File: config.mk
export PLATFORM = sky130hd
export DESIGN_NAME = mmio_bus_decoder_flat
export DESIGN_NICKNAME = d
export VERILOG_FILES = /design/src/rtl/mmio_bus_decoder_if.sv /design/src/rtl/mmio_bus_decoder.sv /design/src/flat_wrapper.sv
export SDC_FILE = /design/constraint.sdc
export NUM_CORES = 1
export LEC_CHECK = 0
export CORE_UTILIZATION = 35
export CTS_CLUSTER_SIZE = 24
export DETAILED_ROUTE_END_ITERATION = 10
export PLACE_DENSITY = 0.7
export SYNTH_ARGS = -nofsm -noshare
export SYNTH_HDL_FRONTEND = slang
export SYNTH_SLANG_ARGS = --single-unit
File: constraint.sdc
create_clock -name clk -period 2.2 [get_ports clk]
set_input_delay 0.22 -clock clk [delete_from_list [all_inputs] [get_ports clk]]
set_output_delay 0.22 -clock clk [all_outputs]
set_load 0.1 [all_outputs]
File: src/rtl/mmio_bus_decoder_if.sv
// -----------------------------------------------------------------------------
// mmio_bus_decoder_if
//
// Bundles the load/store port of the core, the per-slave strobes and
// ready/data returns, and the decoder's status outputs into one interface.
//
//   modport master : the core and slave side, which drives the request
//                    (address, memRead, memWrite) and the slave responses
//                    (slave_ready, slave_rdata), and observes the decoder.
//   modport slave  : the decoder, which consumes the request and responses
//                    and drives strobes, rd_sel, rdata, rd_valid, stall,
//                    bus_err and err_addr.
// -----------------------------------------------------------------------------
interface mmio_bus_decoder_if #(
    parameter int WIDTH      = 32,
    parameter int NUM_SLAVES = 3
);
    localparam int SELW = (NUM_SLAVES > 1) ? $clog2(NUM_SLAVES) : 1;

    logic [WIDTH-1:0]            address;
    logic                        memRead;
    logic                        memWrite;
    logic [NUM_SLAVES-1:0]       slave_ready;
    logic [NUM_SLAVES*WIDTH-1:0] slave_rdata;
    logic [NUM_SLAVES-1:0]       we;
    logic [NUM_SLAVES-1:0]       re;
    logic [SELW-1:0]             rd_sel;
    logic [WIDTH-1:0]            rdata;
    logic                        rd_valid;
    logic                        stall;
    logic                        bus_err;
    logic [WIDTH-1:0]            err_addr;

    modport master (
        output address, memRead, memWrite, slave_ready, slave_rdata,
        input  we, re, rd_sel, rdata, rd_valid, stall, bus_err, err_addr
    );

    modport slave (
        input  address, memRead, memWrite, slave_ready, slave_rdata,
        output we, re, rd_sel, rdata, rd_valid, stall, bus_err, err_addr
    );
endinterface

File: src/rtl/mmio_bus_decoder.sv
// -----------------------------------------------------------------------------
// mmio_bus_decoder
//
// Decodes a core load/store into one of NUM_SLAVES address windows, holds a
// one-hot write or read strobe on the selected slave until it reports ready,
// and stalls the core meanwhile. Unmapped addresses and slaves that do not
// answer within TIMEOUT cycles end in a one-cycle bus error.
//
// Ports:
//   clk    : rising-edge clock
//   rst_n  : asynchronous active-low reset
//   bus    : mmio_bus_decoder_if.slave
//            in  address, memRead, memWrite, slave_ready, slave_rdata
//            out we, re (one-hot strobes), rd_sel, rdata, rd_valid,
//                stall, bus_err, err_addr
// -----------------------------------------------------------------------------
module mmio_bus_decoder #(
    parameter int               WIDTH      = 32,
    parameter int               NUM_SLAVES = 3,
    parameter int               SEL_LO     = 10,
    parameter int               TIMEOUT    = 15,
    parameter logic [WIDTH-1:0] ERR_DATA   = WIDTH'(32'hDEAD_BEEF)
) (
    input  logic             clk,
    input  logic             rst_n,
    mmio_bus_decoder_if.slave bus
);
    localparam int SELW = (NUM_SLAVES > 1) ? $clog2(NUM_SLAVES) : 1;
    // The counter only ever reaches TIMEOUT-1, so clog2(TIMEOUT) bits suffice.
    localparam int CNTW = (TIMEOUT > 1) ? $clog2(TIMEOUT) : 1;
    localparam logic [CNTW-1:0] CNT_LAST     = CNTW'((TIMEOUT > 0) ? TIMEOUT - 1 : 0);
    localparam logic [SELW:0]   NUM_SLAVES_W = (SELW + 1)'(NUM_SLAVES);

    typedef enum logic [1:0] {
        IDLE,
        ACCESS,
        DONE,
        ERR
    } state_t;

    state_t                state_q, state_d;
    logic [SELW-1:0]       sel_q;
    logic [WIDTH-1:0]      addr_q;
    logic                  op_write_q;
    logic [CNTW-1:0]       cnt_q;
    logic [NUM_SLAVES-1:0] we_q, re_q;
    logic [WIDTH-1:0]      rdata_q;
    logic [WIDTH-1:0]      err_addr_q;

    logic                  req;
    logic [SELW-1:0]       idx;
    logic                  mapped;
    logic [NUM_SLAVES-1:0] idx_onehot;
    logic                  sel_ready;
    logic [WIDTH-1:0]      sel_rdata;
    logic                  timed_out;

    // ------------------------------------------------------------------
    // Address decode and selected-slave muxing
    // ------------------------------------------------------------------
    assign req = bus.memRead | bus.memWrite;
    assign idx = bus.address[SEL_LO +: SELW];
    // A shift instead of a part-select keeps this legal when the select
    // field reaches the top of the address.
    assign mapped = ({1'b0, idx} < NUM_SLAVES_W) &&
                    ((bus.address >> (SEL_LO + SELW)) == '0);

    // Only the latched selection is looked at, so ready bits of other
    // slaves cannot complete the access.
    assign sel_ready = bus.slave_ready[sel_q];
    assign sel_rdata = bus.slave_rdata[int'(sel_q) * WIDTH +: WIDTH];
    assign timed_out = (TIMEOUT != 0) && (cnt_q == CNT_LAST);

    always_comb begin
        // NOTE: every bit is assigned before any condition; a path that
        // leaves a combinational output unassigned would infer a latch.
        idx_onehot = '0;
        for (int i = 0; i < NUM_SLAVES; i++) begin
            idx_onehot[i] = (idx == SELW'(i));
        end
    end

    // ------------------------------------------------------------------
    // FSM: state register and next-state logic
    // ------------------------------------------------------------------
    always_ff @(posedge clk or negedge rst_n) begin
        if (!rst_n) begin
            state_q <= IDLE;
        end else begin
            // NOTE: non-blocking assignment for all sequential state, so every
            // flop samples pre-edge values regardless of statement order.
            state_q <= state_d;
        end
    end

    always_comb begin
        state_d = state_q;
        case (state_q)
            IDLE: begin
                if (req) begin
                    state_d = mapped ? ACCESS : ERR;
                end
            end
            ACCESS: begin
                // Ready beats the timeout when both happen in the same cycle.
                if (sel_ready) begin
                    state_d = DONE;
                end else if (timed_out) begin
                    state_d = ERR;
                end
            end
            DONE:    state_d = IDLE;
            ERR:     state_d = IDLE;
            default: state_d = IDLE;
        endcase
    end

    // ------------------------------------------------------------------
    // Datapath registers: strobes, selection, counter, read data, error
    // ------------------------------------------------------------------
    always_ff @(posedge clk or negedge rst_n) begin
        if (!rst_n) begin
            // NOTE: the datapath registers are reset too, not only the state:
            // rdata, rd_sel and err_addr are visible to the core right after
            // reset and must read as zero.
            sel_q      <= '0;
            addr_q     <= '0;
            op_write_q <= 1'b0;
            cnt_q      <= '0;
            we_q       <= '0;
            re_q       <= '0;
            rdata_q    <= '0;
            err_addr_q <= '0;
        end else begin
            case (state_q)
                IDLE: begin
                    if (req) begin
                        // memWrite wins when both request lines are high.
                        op_write_q <= bus.memWrite;
                        cnt_q      <= '0;
                        if (mapped) begin
                            sel_q  <= idx;
                            addr_q <= bus.address;
                            we_q   <= bus.memWrite ? idx_onehot : '0;
                            re_q   <= bus.memWrite ? '0 : idx_onehot;
                        end else begin
                            err_addr_q <= bus.address;
                            rdata_q    <= ERR_DATA;
                        end
                    end
                end
                ACCESS: begin
                    if (sel_ready) begin
                        we_q <= '0;
                        re_q <= '0;
                        if (!op_write_q) begin
                            rdata_q <= sel_rdata;
                        end
                    end else if (timed_out) begin
                        we_q <= '0;
                        re_q <= '0;
                        // The address seen in IDLE, not whatever the core
                        // drives now.
                        err_addr_q <= addr_q;
                        rdata_q    <= ERR_DATA;
                    end else begin
                        cnt_q <= cnt_q + CNTW'(1);
                    end
                end
                default: ;
            endcase
        end
    end

    // ------------------------------------------------------------------
    // Outputs
    // ------------------------------------------------------------------
    assign bus.we       = we_q;
    assign bus.re       = re_q;
    assign bus.rd_sel   = sel_q;
    assign bus.rdata    = rdata_q;
    assign bus.err_addr = err_addr_q;
    assign bus.bus_err  = (state_q == ERR);
    assign bus.rd_valid = ((state_q == DONE) || (state_q == ERR)) && !op_write_q;
    // Gated by rst_n so the core is released the instant reset asserts,
    // even with a request pending.
    assign bus.stall    = rst_n && (((state_q == IDLE) && req) || (state_q == ACCESS));

endmodule

File: src/flat_wrapper.sv
// flat-port wrapper written by rule: the top's interface ports become plain ports
module mmio_bus_decoder_flat 
#(
    parameter int               WIDTH      = 32,
    parameter int               NUM_SLAVES = 3,
    parameter int               SEL_LO     = 10,
    parameter int               TIMEOUT    = 15,
    parameter logic [WIDTH-1:0] ERR_DATA   = WIDTH'(32'hDEAD_BEEF)
)
  (clk, rst_n, bus_address, bus_memRead, bus_memWrite, bus_slave_ready, bus_slave_rdata, bus_we, bus_re, bus_rd_sel, bus_rdata, bus_rd_valid, bus_stall, bus_bus_err, bus_err_addr);
  mmio_bus_decoder_if #(.WIDTH(WIDTH), .NUM_SLAVES(NUM_SLAVES)) bus_i ();
  input  logic clk;
  input  logic rst_n;
  input wire logic [$bits(bus_i.address)-1:0] bus_address;
  input wire logic [$bits(bus_i.memRead)-1:0] bus_memRead;
  input wire logic [$bits(bus_i.memWrite)-1:0] bus_memWrite;
  input wire logic [$bits(bus_i.slave_ready)-1:0] bus_slave_ready;
  input wire logic [$bits(bus_i.slave_rdata)-1:0] bus_slave_rdata;
  output wire logic [$bits(bus_i.we)-1:0] bus_we;
  output wire logic [$bits(bus_i.re)-1:0] bus_re;
  output wire logic [$bits(bus_i.rd_sel)-1:0] bus_rd_sel;
  output wire logic [$bits(bus_i.rdata)-1:0] bus_rdata;
  output wire logic [$bits(bus_i.rd_valid)-1:0] bus_rd_valid;
  output wire logic [$bits(bus_i.stall)-1:0] bus_stall;
  output wire logic [$bits(bus_i.bus_err)-1:0] bus_bus_err;
  output wire logic [$bits(bus_i.err_addr)-1:0] bus_err_addr;
  assign bus_i.address = bus_address;
  assign bus_i.memRead = bus_memRead;
  assign bus_i.memWrite = bus_memWrite;
  assign bus_i.slave_ready = bus_slave_ready;
  assign bus_i.slave_rdata = bus_slave_rdata;
  assign bus_we = bus_i.we;
  assign bus_re = bus_i.re;
  assign bus_rd_sel = bus_i.rd_sel;
  assign bus_rdata = bus_i.rdata;
  assign bus_rd_valid = bus_i.rd_valid;
  assign bus_stall = bus_i.stall;
  assign bus_bus_err = bus_i.bus_err;
  assign bus_err_addr = bus_i.err_addr;
  mmio_bus_decoder #(.WIDTH(WIDTH), .NUM_SLAVES(NUM_SLAVES), .SEL_LO(SEL_LO), .TIMEOUT(TIMEOUT), .ERR_DATA(ERR_DATA)) u_core (.clk(clk), .rst_n(rst_n), .bus(bus_i));
endmodule
==> key figures <==
Power
  – P_sw: 0.006612 W
  – Pwr/cell area: 1479 nW/um2
  – Switching share of power: 54.41%
  – Comb pwr share: 62.5%
  – Pleak: 3.558 nW
  – Share of total power in the clock network: 13.1%
  – VDD IR-drop max: 0.001363 V
  – Register share of total power: 24.4%
  – P_int: 0.005540 W

Routing
  – DRT iter0 DRCs: 187
  – Avg WL per Cell: 17.54 um
  – Vias: 4631
  – Vias per cell: 4.980
  – # DRC: 0
  – Total Routed Length: 16310 um
  – TritonRoute pass-1 iters: 4
  – Post-route ant nets: 0

Finish
  – Share of cells above drive strength 1: 26.55%
  – Fillers: 1303
  – Post-route cell area: 8217 um2
  – ANT cells: 0
  – Nets: 874
  – Area delta synth->final: 51.00%
  – Final Non-Filler Cells: 930
  – Final cell utilization of the core: 54.05%

Placed design
  – Placed Instances: 906
  – Final GP Congestion: 0.7503
  – DP Worst Slack: -0.4733 ns
  – Placed Area: 7752 um2
  – Post-DP HPWL: 11500 um
  – Port buffer count: 209

Synthesis
  – Syn Nets: 648
  – XOR/XNOR Fraction of Synth Area: 0%
  – Avg Cell Area, Syn: 10.65 um2
  – Synth Area in Simple Gates: 15.54%
  – EDFF count, synth: 0
  – Post-Synth Adder-Cell Area: 0.4599%
  – Area leader, netlist: dfrtp_1
  – YS warnings: 0
  – Async S/R FF share, synth: 100.0%
  – Top-area cell type share of the netlist area: 50.13%
  – Seq/Total Area, Yosys: 50.13%
  – Compound-gate portion of the synthesized area: 6.806%
  – Seq cells post-synth: 109
  – Main area contributors after synthesis: dfrtp_1 (50%), mux2_2 (11%), nand2_1 (8.9%)
  – Mapped Area: 5441 um2
  – Most common flop cell mapped by yosys: dfrtp_1
  – Post-synthesis mux area share: 23.04%
  – Cells after Synth: 511
  – Count leader, synth: nand2_1
  – Largest family of logic cells by synthesized area: multiplexers
  – Yosys cell types: 37
  – Most frequent cells after synthesis: nand2_1 (129), dfrtp_1 (109), mux2_2 (51)

STA
  – Fmax: 470.7 MHz
  – Final period utilization: 96.57%
  – Final Setup Violations: 0
  – Final worst setup slack: 0.07543 ns
  – Fin crit period: 2.125 ns
  – Slew headroom: 61.02%
  – Setup Skew: 0.007383 ns
  – Worst-Margin Slew: 0.5846 ns
  – Max-slew violations: 0
  – RSZ-0062 raised after global routing: yes
  – Final Hold Vio Count: 0

Worst hold path
  – Hold endpoint: u_core.bus.rdata[6]$_DFFE_PN0P_
  – Worst Hold Class: reg2reg
  – Hold Path Stages: 1
  – Hold_sp: u_core.bus.rdata[6]$_DFFE_PN0P_

Worst setup path
  – R2R Setup Slk: 0.10 ns
  – Startpoint types: input pin
  – Data arrival time of the critical path: 2.37 ns
  – Crit end category: register
  – Worst-path cell chain: clkdlybuf4s50_1 -> nor4_4 -> buf_4 -> nand4_1 -> or2_4 -> o221ai_4 -> buf_4 -> buf_16 -> mux2_2
  – Worst R2R Start: u_core.addr_q[11]$_DFFE_PN0P_
  – Cell repeated most along the worst path: buf_4
  – Worst Path Max Fanout: 14
  – Worst path max stage delay: 0.45 ns
  – CP required: 2.44 ns
  – FF-to-FF End: u_core.bus.err_addr[6]$_DFFE_PN0P_
  – Critical-path top delay cell: clkdlybuf4s50_1
  – R2R cell count: 8
  – CP Class: in2reg

Clocking
  – Clock sinks: 109
  – H-tree Lvls: 3
  – Max clock buf depth: 2
  – Total CTS buffers: 9
  – Clock transition at path regs: 0.07 ns
  – Worst skew pair latency: 0.35 ns
  – CTS root buf: clkbuf_16
  – CTS tree: yes

Floorplanning
  – Die area: 16050 um2
  – Die X: 126.7 um
  – Starting Density: 35.79%
  – IO Count: 210
  – CORE AREA: 15200 um2
  – FP Rows: 45
  – Die height: 126.7 um

Run
  – Max-cap violations: 0

Global routing
  – Initial antenna violation count: 0
  – Routing usage on met2: 36.01%
  – Most used routing layer: met2
  – First-pass GRT wire length: 25430 um
  – Gr ovfl total: 0
  – Largest net degree at the start of global routing: 110
  – M3 GR Usage: 5.399%
  – GRT met1 Usage: 25.14%
  – All-Layer GR Usage: 20.55%
  – Vias in the first global route: 4818

Status
  – Status: complete, no violations
==> final cells by class <==
| class | instances | area (um2) | area share, % |
|---|---|---|---|
| clock inverter | 5 | 41.29 | 0.5025 |
| inverter | 4 | 15.01 | 0.1827 |
| clock buffer | 11 | 242.7 | 2.954 |
| tap | 188 | 235.2 | 2.863 |
| multi-input combinational | 362 | 2559 | 31.14 |
| sequential | 109 | 2729 | 33.21 |
| timing repair buffer | 251 | 2395 | 29.15 |
==> cells by family after synthesis <==
group,Yosys count
and+or+nand+nor,196
muxes,115
DFF,109
AOI/OAI and AO/OA,49
buffers and inverters,40
adders and majority gates,2
==> registers in the layout, indices dropped and copies added (netlist names) <==
signal and flops:
u_core.bus.we 3, u_core.bus.re 3, u_core.cnt_q 4, u_core.state_q 2, u_core.addr_q 32, u_core.bus.rdata 32
u_core.bus.err_addr 32, u_core.op_write_q 1
==> worst max-delay path by stage <==
stage | startpoint | end | slack [ns] | cells after the start
after floorplan | u_core.addr_q[11]$_DFFE_PN0P_ | u_core.bus.rdata[10]$_DFFE_PN0P_ | 0.11 | 7
after global placement | bus_address[15] | u_core.bus.err_addr[19]$_DFFE_PN0P_ | -0.47 | 8
after detailed placement | bus_address[15] | u_core.bus.err_addr[1]$_DFFE_PN0P_ | -0.47 | 8
after CTS | bus_address[12] | u_core.bus.err_addr[6]$_DFFE_PN0P_ | 0.0001 | 9
after global routing | bus_address[12] | u_core.bus.err_addr[26]$_DFFE_PN0P_ | -0.003 | 9
final | bus_address[12] | u_core.bus.err_addr[6]$_DFFE_PN0P_ | 0.08 | 9
==> through the flow <==
stage	total power [W]	hold slack, ns	setup TNS, ns
6_report	0.01215	0.4929	0
5_1_grt	0.01263	0.5093	-0.002696
4_1_cts	0.01213	0.4930	0
3_5_place_dp	0.01032	0.3722	-26.12
3_3_place_gp	0.01020	0.3588	-28.52
2_1_floorplan	0.008418	-0.07559	0
==> per-layer routing <==
metal,vias to the layer above,part of all wire [%]
li1,2196,-
met3,18,6.3
met4,0,1.7
met5,-,0
met1,2243,43
met2,174,49
==> repair_timing <==
action | in CTS | in global routing
gates resized for setup | 5 | 3
setup endpoints to repair | 33 | 43
hold buffers | 1 | 0
hold endpoints to repair | 109 | 0
buffers inserted | 2 | 2
pin swaps | 2 | 1
cloned | 2 | 1
==> worst max-delay path, delay by kind of cell <==
| family | cells | cell delay [ns] |
|---|---|---|
| buffers and inverters | 4 | 0.92 |
| muxes | 1 | 0.33 |
| AOI/OAI and AO/OA | 1 | 0.17 |
| and+or+nand+nor | 3 | 0.72 |
==> cell usage in the layout, fill, tap and decap left out, types with 3 or more instances in the layout <==
master and count:
clkbuf_16 10, nor2b_1 20, buf_4 105, o21ai_0 3, nor2_1 22, mux2_1 31
mux2i_1 32, mux2_2 51, inv_1 4, nor4_1 3, o211ai_1 24, buf_12 9
nand2_1 129, nor3_1 3, nand3_1 3, dfrtp_1 108, clkdlybuf4s50_1 133, a21oi_1 12
==> power groups by stage <==
stage / logic, W / registers (W) / clock network, W
global route: 0.00787 / 0.00304 / 0.00172
CTS: 0.00751 / 0.00297 / 0.00165
detailed placement: 0.00732 / 0.00300 / 0
floorplan: 0.00175 / 0.00667 / 0
finish: 0.00760 / 0.00296 / 0.00159
global placement: 0.00723 / 0.00297 / 0
(Power assumes the default switching activity.)
